**config.mk**
```make
export PLATFORM = sky130hd
export DESIGN_NAME = iob_iobuf_sw_xcvr
export DESIGN_NICKNAME = d
export VERILOG_FILES = /design/src/rtl/iob_iobuf_sw_xcvr.sv
export SDC_FILE = /design/constraint.sdc
export NUM_CORES = 1
export LEC_CHECK = 0
export ABC_AREA = 1
export BUFFER_PORTS_ARGS = -buffer_cell sky130_fd_sc_hd__buf_2
export CORE_UTILIZATION = 45
export CTS_CLUSTER_SIZE = 12
export DETAILED_ROUTE_END_ITERATION = 6
export PLACE_DENSITY = 0.63
export SLEW_MARGIN = 25
export SYNTH_ARGS = -nofsm -noshare
export SYNTH_HDL_FRONTEND = slang
export SYNTH_SLANG_ARGS = --single-unit
```
**constraint.sdc**
```tcl
create_clock -name clk -period 1.7 [get_ports clk]
set_input_delay 0.085 -clock clk [delete_from_list [all_inputs] [get_ports clk]]
set_output_delay 0.085 -clock clk [all_outputs]
set_load 0.05 [all_outputs]
```
**src/rtl/iob_iobuf_sw_xcvr.sv**
```systemverilog
// rtl/iob_iobuf_sw_xcvr.sv - half-duplex single-wire open-drain transceiver (start, LSB-first data, stop)
// Optional transmit readback abort: IOB_IOBUF_SW_XCVR_COLLISION_EN
module iob_iobuf_sw_xcvr #(
  parameter int DATA_W      = 8,
  parameter int BIT_CYCLES  = 16,
  parameter int TURN_CYCLES = 4
) (
  input  logic              clk,
  input  logic              rst_n,
  input  logic              tx_valid,
  input  logic [DATA_W-1:0] tx_data,
  output logic              tx_ready,
  output logic              rx_valid,
  output logic [DATA_W-1:0] rx_data,
  output logic              rx_err,
  output logic              busy,
  output logic              pad_i,
  output logic              pad_t,
  input  logic              pad_o
);

  localparam int CNT_W = $clog2(BIT_CYCLES > TURN_CYCLES ? BIT_CYCLES : TURN_CYCLES);
  localparam int BIT_W = $clog2(DATA_W + 1);
  localparam logic [CNT_W-1:0] BIT_LAST  = CNT_W'(BIT_CYCLES - 1);
  localparam logic [CNT_W-1:0] HALF_LAST = CNT_W'(BIT_CYCLES / 2 - 1);
  localparam logic [CNT_W-1:0] TURN_LAST = CNT_W'(TURN_CYCLES - 1);
  localparam logic [BIT_W-1:0] DATA_LAST = BIT_W'(DATA_W - 1);

  typedef enum logic [2:0] {
    IDLE, TX_START, TX_DATA, TX_STOP, RX_START, RX_DATA, RX_STOP, TURN
  } state_t;

  state_t             state_q;
  logic [CNT_W-1:0]   cnt_q;
  logic [BIT_W-1:0]   bit_q;
  logic [DATA_W-1:0]  sh_q;
  logic [DATA_W-1:0]  rx_data_q;
  logic               rx_valid_q;
  logic               rx_err_q;
  logic               pad_t_q;
  logic               sync1_q;
  logic               s_q;
  logic               s_prev_q;

  logic               fall;
  logic               accept;
  logic               bit_end;
  logic               collide;
  logic [CNT_W-1:0]   cnt_d;
  logic [DATA_W-1:0]  tx_next;
  logic [DATA_W-1:0]  rx_next;

  assign fall     = s_prev_q & ~s_q & (state_q == IDLE);
  assign tx_ready = (state_q == IDLE) & ~fall;
  assign accept   = tx_valid & tx_ready;
  assign bit_end  = (cnt_q == BIT_LAST);
  assign cnt_d    = bit_end ? '0 : cnt_q + CNT_W'(1);
  assign tx_next  = DATA_W'({1'b1, sh_q} >> 1);
  assign rx_next  = DATA_W'({s_q, sh_q} >> 1);

`ifdef IOB_IOBUF_SW_XCVR_COLLISION_EN
  // Sampled one cycle past mid-bit so the 2-flop sync has caught up with our own release.
  localparam logic [CNT_W-1:0] MID = CNT_W'(BIT_CYCLES / 2);
  assign collide = pad_t_q & (cnt_q == MID) & ~s_q;
`else
  assign collide = 1'b0;
`endif

  assign rx_valid = rx_valid_q;
  assign rx_err   = rx_err_q;
  assign rx_data  = rx_data_q;
  assign pad_t    = pad_t_q;
  assign pad_i    = 1'b0;
  assign busy     = (state_q != IDLE);

  always_ff @(posedge clk or negedge rst_n) begin
    if (!rst_n) begin
      state_q    <= IDLE;
      cnt_q      <= '0;
      bit_q      <= '0;
      sh_q       <= '0;
      rx_data_q  <= '0;
      rx_valid_q <= 1'b0;
      rx_err_q   <= 1'b0;
      pad_t_q    <= 1'b1;
      sync1_q    <= 1'b1;
      s_q        <= 1'b1;
      s_prev_q   <= 1'b1;
    end else begin
      sync1_q    <= pad_o;
      s_q        <= sync1_q;
      s_prev_q   <= s_q;
      rx_valid_q <= 1'b0;
      rx_err_q   <= 1'b0;
      case (state_q)
        IDLE: begin
          cnt_q   <= '0;
          bit_q   <= '0;
          pad_t_q <= 1'b1;
          if (fall) begin
            state_q <= RX_START;
          end else if (accept) begin
            state_q <= TX_START;
            sh_q    <= tx_data;
            pad_t_q <= 1'b0;
          end
        end
        TX_START: begin
          cnt_q <= cnt_d;
          if (bit_end) begin
            state_q <= TX_DATA;
            pad_t_q <= sh_q[0];
          end
        end
        TX_DATA: begin
          cnt_q <= cnt_d;
          if (bit_end) begin
            sh_q <= tx_next;
            if (bit_q == DATA_LAST) begin
              state_q <= TX_STOP;
              bit_q   <= '0;
              pad_t_q <= 1'b1;
            end else begin
              bit_q   <= bit_q + BIT_W'(1);
              pad_t_q <= tx_next[0];
            end
          end
          if (collide) begin
            state_q  <= TURN;
            cnt_q    <= '0;
            pad_t_q  <= 1'b1;
            rx_err_q <= 1'b1;
          end
        end
        TX_STOP: begin
          cnt_q <= cnt_d;
          if (bit_end) state_q <= TURN;
          if (collide) begin
            state_q  <= TURN;
            cnt_q    <= '0;
            rx_err_q <= 1'b1;
          end
        end
        RX_START: begin
          if (cnt_q == HALF_LAST) begin
            cnt_q   <= '0;
            state_q <= s_q ? TURN : RX_DATA;
          end else begin
            cnt_q <= cnt_q + CNT_W'(1);
          end
        end
        RX_DATA: begin
          cnt_q <= cnt_d;
          if (bit_end) begin
            sh_q  <= rx_next;
            bit_q <= bit_q + BIT_W'(1);
            if (bit_q == DATA_LAST) begin
              state_q <= RX_STOP;
              bit_q   <= '0;
            end
          end
        end
        RX_STOP: begin
          cnt_q <= cnt_d;
          if (bit_end) begin
            state_q <= TURN;
            if (s_q) begin
              rx_data_q  <= sh_q;
              rx_valid_q <= 1'b1;
            end else begin
              rx_err_q <= 1'b1;
            end
          end
        end
        TURN: begin
          pad_t_q <= 1'b1;
          if (cnt_q == TURN_LAST) begin
            state_q <= IDLE;
            cnt_q   <= '0;
          end else begin
            cnt_q <= cnt_q + CNT_W'(1);
          end
        end
        default: state_q <= IDLE;
      endcase
    end
  end

endmodule

```
; ---- Word level (Yosys, flattened, before mapping)
; Index checks and enable logic that the tools add are counted.
[classes]
bitwise_logic = 6
n_eq_ne = 23
muxes = 36
div_mod_pow = 0
order_cmp = 0
shift = 0
reduce_logical = 13
mul = 0
n_addsub = 2
[op_table]
columns = operator, count
row1 = two-way mux 8 bit, 4
row2 = two-way mux 3 bit, 10
row3 = case mux 8 bit (3 select lines), 1
row4 = case mux 3 bit (7 select lines), 1
row5 = two-way mux 4 bit, 5
row6 = inequality test 2 bit (second input constant), 9
row7 = case mux 4 bit (4 select lines), 1
row8 = == test 3 bit (second input constant), 4
row9 = two-way mux 1 bit, 11
row10 = AND reduction 9 bit, 1
row11 = adder 4 x 1 -> 4 bit (second input constant), 2
row12 = == test 4 x 3 -> 1 bit (second input constant), 2
row13 = case mux 4 bit (2 select lines), 1
row14 = == test 3 x 2 -> 1 bit (second input constant), 2
row15 = AND reduction 3 bit, 2
row16 = nonzero test 3 bit, 2
row17 = AND reduction 5 bit, 1
row18 = OR reduction 5 bit, 1
row19 = bitwise AND 1 bit, 4
row20 = == test 4 x 2 -> 1 bit (second input constant), 1
row21 = == test 4 bit (second input constant), 1
row22 = inequality test 2 x 1 -> 1 bit (second input constant), 2
row23 = case mux 1 bit (4 select lines), 1
row24 = nonzero test 4 bit, 1
row25 = other kinds (8), 10
[word_totals]
ram_bits = 0
in_bits = 12
regBits = 33
memories = 0
latchBits = 0
romBits = 0
output_inout_bits = 14
word_cells = 91

; ---- Longest topological paths before layout
; Gate-level depths: netlist of the first run.
[depth]
ltp_word = 9
depth_mapped = 9
mapped_depth_nobuf = 9

; ---- Worst setup path before layout of the first run
; No wires, ideal clock.
[synth_path]
kind = register -> register
start = reg state_q[1]
end = reg sh_q[0]
slack_ns = 0.177
period_less_slack_ns = 1.523
arrival_ns = 1.407
t_required_ns = 1.583
path_stages_with_launch = 10
setup_ns = 0.117
n_path_buf = 1
path_cell_list = dfrtp_1 buf_6 nor2_2 nand2_2 inv_4 nor2_4 nor2_8 nand2_4 nand2_1 nand2_1
[synth_between]
elab_chain_len = 7
elab_cells_between_ends = 14
classes_between = eq/ne: 6 / mux: 1 / bitwise: 4 / reduce/logical: 3
[synth_lines]
columns = item, line_no
row1 = start: declaration, 33  ; state_t state_q;
row2 = start signal: assignment, 147  ; state_q <= s_q ? TURN : RX_DATA;
row3 = logical NOT 3 bit, "53, 54, 95"
row4 = bitwise AND 1 bit, 53  ; assign fall = s_prev_q & ~s_q & (state_q == IDLE);
row5 = NOT 1 bit, 54  ; assign tx_ready = (state_q == IDLE) & ~fall;
row6 = bitwise AND 1 bit, 54
row7 = bitwise AND 1 bit, 55  ; assign accept = tx_valid & tx_ready;
row8 = inequality test 2 bit (no source line), --
row9 = AND reduction 5 bit (no source line), --
row10 = end signal: assignment, 104  ; sh_q <= tx_data;
row11 = end signal: assignment, 118  ; sh_q <= tx_next;
row12 = end signal: assignment, 155  ; sh_q <= rx_next;
row13 = end: declaration, 36  ; logic [DATA_W-1:0] sh_q;
; Several ways; a longest one is shown, not always the timed one.
; A chain may end at the register's enable or synchronous reset.

; ---- Final worst setup path of the first run
[layout_path]
start = reg state_q[2]
end = out tx_ready
[layout_between]
elab_chain_len = 4
[layout_lines]
columns = item, line_no
row1 = logical NOT 3 bit (*), "53, 54"
row2 = bitwise AND 1 bit, 53
row3 = NOT 1 bit, 54
row4 = bitwise AND 1 bit (*), 54
row5 = end: declaration, 12  ; output logic tx_ready,
; Every way passes the cells marked *; elsewhere a longest branch is shown, timed or not.

==> flow_summary.json, run 1 <==
{
  "maxCapViolCount": 0,
  "grtUsageTotal": 0.202,
  "drtIter0Drc": 95,
  "yosysWarnings": 0,
  "yosysTopAreaCellShare": 0.415,
  "synthAdderAreaFrac": 0.0143,
  "grt_overflow": 0,
  "cts_root_buf": "clkbuf_8",
  "skew_ns": 0.00699,
  "hold_viol": 0,
  "grt_pass1_vias": 1402,
  "dieArea_mm2": 0.00413,
  "placementRows": 22,
  "hpwl_mm": 2.55,
  "synth_top_family_by_area": "simple AND/OR/NAND/NOR gates",
  "ys_ff_latch": 33,
  "synth-seq-area-share": 0.476,
  "ant_nets": 0,
  "fin_crit_sh": 0.924,
  "drc": 0,
  "synthMuxAreaShare": 0,
  "synth_edf_count": 0,
  "dr_total_vias": 1500,
  "setup_viol": 0,
  "total_power_mw": 3.63,
  "final_nets": 268,
  "post-place-cells": 293,
  "final_cells": 302,
  "reg2reg_from": "state_q[2]$_DFFE_PN0P_",
  "synth_top_cell_by_area": "dfrtp_1",
  "r2r_end": "sh_q[6]$_DFFE_PN0P_",
  "wl_per_cell_um": 11.9,
  "path_class": "reg2out",
  "diodes": 0,
  "dr.pass1.iters": 4,
  "syn_nets": 239,
  "synth.distinct_cells": 30,
  "regArea_um2": 832,
  "required_ns": 1.62,
  "synth_cells": 225,
  "multi_input_area_um2": 808,
  "power_leakage_nw": 1.13,
  "numClockSinks": 33,
  "worstPathArrival_ns": 1.49,
  "endpoint": "tx_ready",
  "crit_fanout": 10,
  "io_buffers": 24,
  "tightest_slew_ns": 0.731,
  "syn_area_per_cell_um2": 7.76,
  "startpoint": "state_q[2]$_DFFE_PN0P_",
  "max_freq_mhz": 636,
  "yosys.area_share.simple": 0.378,
  "die_x_um": 64.3,
  "rsz0062_at_grt": "false",
  "vdd_drop_max_mv": 0.894,
  "htreeDepth": 2,
  "die_h_um": 64.3,
  "tritoncts": "done",
  "slew_violations": 0,
  "finalSetupTns_ns": 0,
  "netlist_top_cells_area": "dfrtp_1, nand2_1, nand3_1, dfstp_2, inv_1",
  "area_growth_pct": 15.7,
  "antenna_found_initial": 0,
  "hold_class": "in2reg",
  "status": "complete, no violations",
  "gp_congestion": 0.788,
  "r2r_cells": 8,
  "min_period_ns": 1.57,
  "drt_wl_total_mm": 3.60,
  "num_io_pins": 26,
  "worst_setup_path_start_kind": "flip-flop",
  "drive_above_1_share": 0.228,
  "synth_compound_area_frac": 0.0544,
  "start_util": 0.474,
  "pwr_density_cell_mw_per_mm2": 1790,
  "grt_pass1_wl_mm": 6.29,
  "synth_commonest_cells": "nand2_1, dfrtp_1, nand3_1",
  "synthArstFlopShare": 1.00,
  "yosysMostFrequentCell": "nand2_1",
  "slew_headroom": 0.512,
  "cp-end-kind": "output port",
  "cts_buffer_depth": 2,
  "clk_pin_slew_ns": 0.06,
  "via_per_inst": 4.97,
  "synthFlopType": "dfrtp_1",
  "core_area_mm2": 0.00369,
  "grt_max_degree": 34,
  "fillers": 366,
  "synthXorXnorAreaFrac": 0.00501,
  "reg2reg_slack_ns": 0.14,
  "clk_latency_ns": 0.29,
  "cts_buffers": 5,
  "syn_area_mm2": 0.00175
}
[cells in the final DEF, fill, tap and decap left out, types with 3 or more instances in the layout]
cell type | Yosys | layout
inv_1 | 16 | 16
nor2_1 | 10 | 10
nand2_4 | 2 | 3
o21ai_1 | 6 | 6
o21ai_0 | 3 | 3
nand3_2 | 3 | 4
nand2_1 | 96 | 96
dfstp_2 | 4 | 4
nand3_1 | 22 | 21
dfrtp_1 | 29 | 28
buf_2 | 1 | 23
clkbuf_8 | 0 | 6
nand4_1 | 3 | 3
inv_2 | 5 | 5
[critical path, stage by stage, from the launching register on]
cell     delay [ns]
dfrtp_1        0.48
inv_4          0.16
nand2_4        0.10
inv_4          0.11
nand2_1        0.09
inv_1          0.07
buf_4          0.19
[area by class of cell]
cell class                 instances  share of cell area
sequential                        33               0.412
multi-input combinational        165               0.400
tap                               48              0.0297
timing repair buffer              26              0.0706
clock buffer                       7              0.0427
inverter                          23              0.0452
[worst min path at each step]
stage / to / cells after the start / start
3_5_place_dp: sync1_q$_DFF_PN1_ / 1 / pad_o
5_1_grt: sh_q[5]$_DFFE_PN0P_ / 5 / tx_data[5]
6_report: sh_q[1]$_DFFE_PN0P_ / 5 / tx_data[1]
4_1_cts: sh_q[1]$_DFFE_PN0P_ / 5 / tx_data[1]
2_1_floorplan: bit_q[0]$_DFFE_PN0P_ / 0 / rst_n
3_3_place_gp: state_q[2]$_DFFE_PN0P_ / 1 / rst_n
[metal layers]
metal	track usage	wire (um)	vias to the layer above
met5	0	0	-
li1	-	-	765
met3	0.0518	122	8
met4	0.0917	72	0
met2	0.309	1600	26
met1	0.268	1800	701
[per-stage QoR]
step                      setup slack, ns  hold slack, ns  instance area, um^2   util
final                               0.129           0.114                 2020  0.548
after global routing               0.0306           0.144                 2020  0.548
after CTS                          0.0250           0.109                 2000  0.543
after detailed placement            0.126           0.192                 1900  0.514
after global placement              0.144           0.189                 1900  0.514
after floorplan                     0.177          -0.211                 1750      -
[what timing repair did]
action,4_1_cts,5_1_grt
gates resized for setup,1,4
endpoints found under the hold margin,30,0
endpoints found under the setup margin,1,11
hold buffers,2,0
setup buffers,0,0
[state kept, by name, summed over array words and instances, names as in the netlist, 3 cells and up]
signal and count:
rx_data 8, sh_q 8, bit_q 4, cnt_q 4, state_q 3
[where the power goes]
part	leakage (nW)	total, mW	switching [mW]	internal [mW]
Combinational	0.663	1.78	1.22	0.553
Sequential	0.423	1.26	0.236	1.02
Clock	0.0443	0.594	0.273	0.321
Total	1.13	3.63	1.73	1.89
[cells by family (layout without fill, tap and decap cells)]
| logic type | Yosys count | in the layout |
|---|---|---|
| flip-flops | 33 | 33 |
| buffers and inverters | 27 | 56 |
| XOR/XNOR | 1 | 1 |
| other | 1 | 1 |
| adder cells (fa/ha/maj) | 2 | 2 |
| AO/OA/AOI/OAI | 15 | 15 |
| AND/OR/NAND/NOR | 146 | 146 |
(Power assumes the default switching activity.)
==> run 2: changes to the inputs <==
REMOVE_ABC_BUFFERS = 1   (was default)
==> flow_summary.json, run 2 (synthesis gave the netlist of run 1 again) <==
{
  "p_switching_mw": 1.77,
  "crit_slowest_cell": "dfstp_2",
  "swShare": 0.488,
  "dr.pass1.iters": 4,
  "reg2reg_from": "state_q[2]$_DFFE_PN0P_",
  "crit_chain": "inv_1 > nand2_1 > nand2_1 > inv_1 > buf_4",
  "final_nets": 268,
  "grtUsageTotal": 0.199,
  "wirelength_met1_mm": 1.86,
  "worst_setup_path_start_kind": "flip-flop",
  "post-place-cells": 293,
  "cts_root_buf": "clkbuf_8",
  "vdd_drop_max_mv": 0.906,
  "dieArea_mm2": 0.00413,
  "worstPathArrival_ns": 1.50,
  "cp_top_family": "flip-flops",
  "ant_nets": 0,
  "wl_per_cell_um": 11.9,
  "tightest_slew_ns": 0.716,
  "crit_fanout": 5,
  "grt_overflow": 0,
  "htreeDepth": 2,
  "path_class": "reg2out",
  "cp-end-kind": "output port",
  "cts_buffers": 5,
  "io_buffers": 24,
  "clk_latency_ns": 0.30,
  "num_io_pins": 26,
  "cp_num_cells": 5,
  "startpoint": "s_q$_DFF_PN1_",
  "start_util": 0.474,
  "maxCapViolCount": 0,
  "drt_wl_total_mm": 3.61,
  "wl_met3_um": 203,
  "power_leakage_nw": 1.13,
  "gp_congestion": 0.856,
  "rsz0062_at_grt": "false",
  "final_cells": 303,
  "max_freq_mhz": 631,
  "dr_total_vias": 1449,
  "r2r_cells": 8,
  "grt_pass1_vias": 1308,
  "required_ns": 1.62,
  "via_per_inst": 4.78,
  "dr_wl_met2_mm": 1.47,
  "min_from": "tx_data[4]",
  "whs_path_depth": 5,
  "drtIter0Drc": 64,
  "numClockSinks": 33,
  "min_period_ns": 1.59,
  "slew_violations": 0,
  "setup_viol": 0,
  "tritoncts": "done",
  "final_cell_mix": "nand2_1, dfrtp_1, buf_2, nand3_1, inv_1",
  "layout_commonest_cell": "nand2_1",
  "area_growth_pct": 15.7,
  "fin_crit_sh": 0.932,
  "seqPwrFrac": 0.350,
  "pwr_density_cell_mw_per_mm2": 1790,
  "slew_headroom": 0.523,
  "hpwl_mm": 2.59,
  "grt_pass1_wl_mm": 6.06,
  "drc": 0,
  "slowest_delay_ns": 0.59,
  "p_int_mw": 1.85,
  "hold_viol": 0,
  "grt_max_degree": 34,
  "cts_buffer_depth": 2,
  "p_clk_frac": 0.164,
  "placementRows": 22,
  "drive_above_1_share": 0.235,
  "die_x_um": 64.3,
  "antenna_found_initial": 0,
  "status": "complete, no violations",
  "worst-path-buf-inv": 3,
  "core_area_mm2": 0.00369,
  "skew_ns": 0.00467,
  "hold_class": "in2reg",
  "diodes": 0,
  "fillers": 362,
  "combPwrFrac": 0.487,
  "top_layer": "met4",
  "finalSetupTns_ns": 0,
  "die_h_um": 64.3,
  "clk_pin_slew_ns": 0.07
}
==> run 2: cell count changes in the layout (fill, tap and decap cells not counted) <==
cell,before,now
clkbuf_8,6,5
clkbuf_1,1,0
clkinv_2,0,2
clkinvlp_4,0,1
==> run 2: worst reg2reg max path, stage by stage (launching register included) <==
cell and delay (ns):
dfrtp_1 0.48, inv_4 0.16, nand3_2 0.13, nand2_4 0.20, nor2_4 0.07, nor2_8 0.15, nand2_4 0.10, nand2_1 0.07
nand2_1 0.05
==> run 2: stage by stage <==
stage	utilization	total power [mW]	instance area [um^2]	setup WS (ns)	hold WS, ns
floorplan	-	2.62	1720	0.183	-0.211
global placement	0.514	3.00	1900	0.142	0.190
detailed placement	0.514	2.99	1900	0.141	0.187
CTS	0.543	3.60	2000	0.0177	0.106
global route	0.548	3.94	2020	0.00185	0.133
finish	0.548	3.62	2020	0.115	0.109
==> run 2: worst paths after layout <==
kind | to | slack (ns)
setup / recovery | tx_ready | 0.11
hold / removal | sh_q[4]$_DFFE_PN0P_ | 0.11
setup reg to reg | sh_q[0]$_DFFE_PN0P_ | 0.18
hold reg to reg | s_q$_DFF_PN1_ | 0.36
max in group asynchronous | state_q[1]$_DFFE_PN0P_ | 0.82
min in group asynchronous | rx_data[3]$_DFFE_PN0P_ | 0.38
==> run 2: cell type report <==
class / instances / area, um^2 / area share
Clock buffer: 5 / 68.8 / 0.0341
Clock inverter: 3 / 17.5 / 0.00867
Inverter: 23 / 91.3 / 0.0452
Multi-Input combinational cell: 165 / 808 / 0.400
Sequential cell: 33 / 832 / 0.412
Tap cell: 48 / 60.1 / 0.0297
Timing Repair Buffer: 26 / 143 / 0.0706
==> run 2: timing repair <==
action,CTS,global route
hold buffers,2,0
gates resized for setup,1,4
setup buffers,0,0
setup endpoints to repair,1,11
hold endpoints to repair,30,0
==> run 2: power by group through the flow <==
stage / clock (mW) / sequential (mW) / combinational, mW
after floorplan: 0 / 1.25 / 1.37
after global placement: 0 / 1.26 / 1.73
after detailed placement: 0 / 1.26 / 1.73
after CTS: 0.607 / 1.25 / 1.75
after global routing: 0.637 / 1.29 / 2.01
final: 0.593 / 1.27 / 1.76
==> run 2: routing by layer <==
layer,vias up,global-route usage
met1,641,0.288
met5,-,0
met2,34,0.261
met4,0,0.0972
met3,9,0.0679
li1,765,-
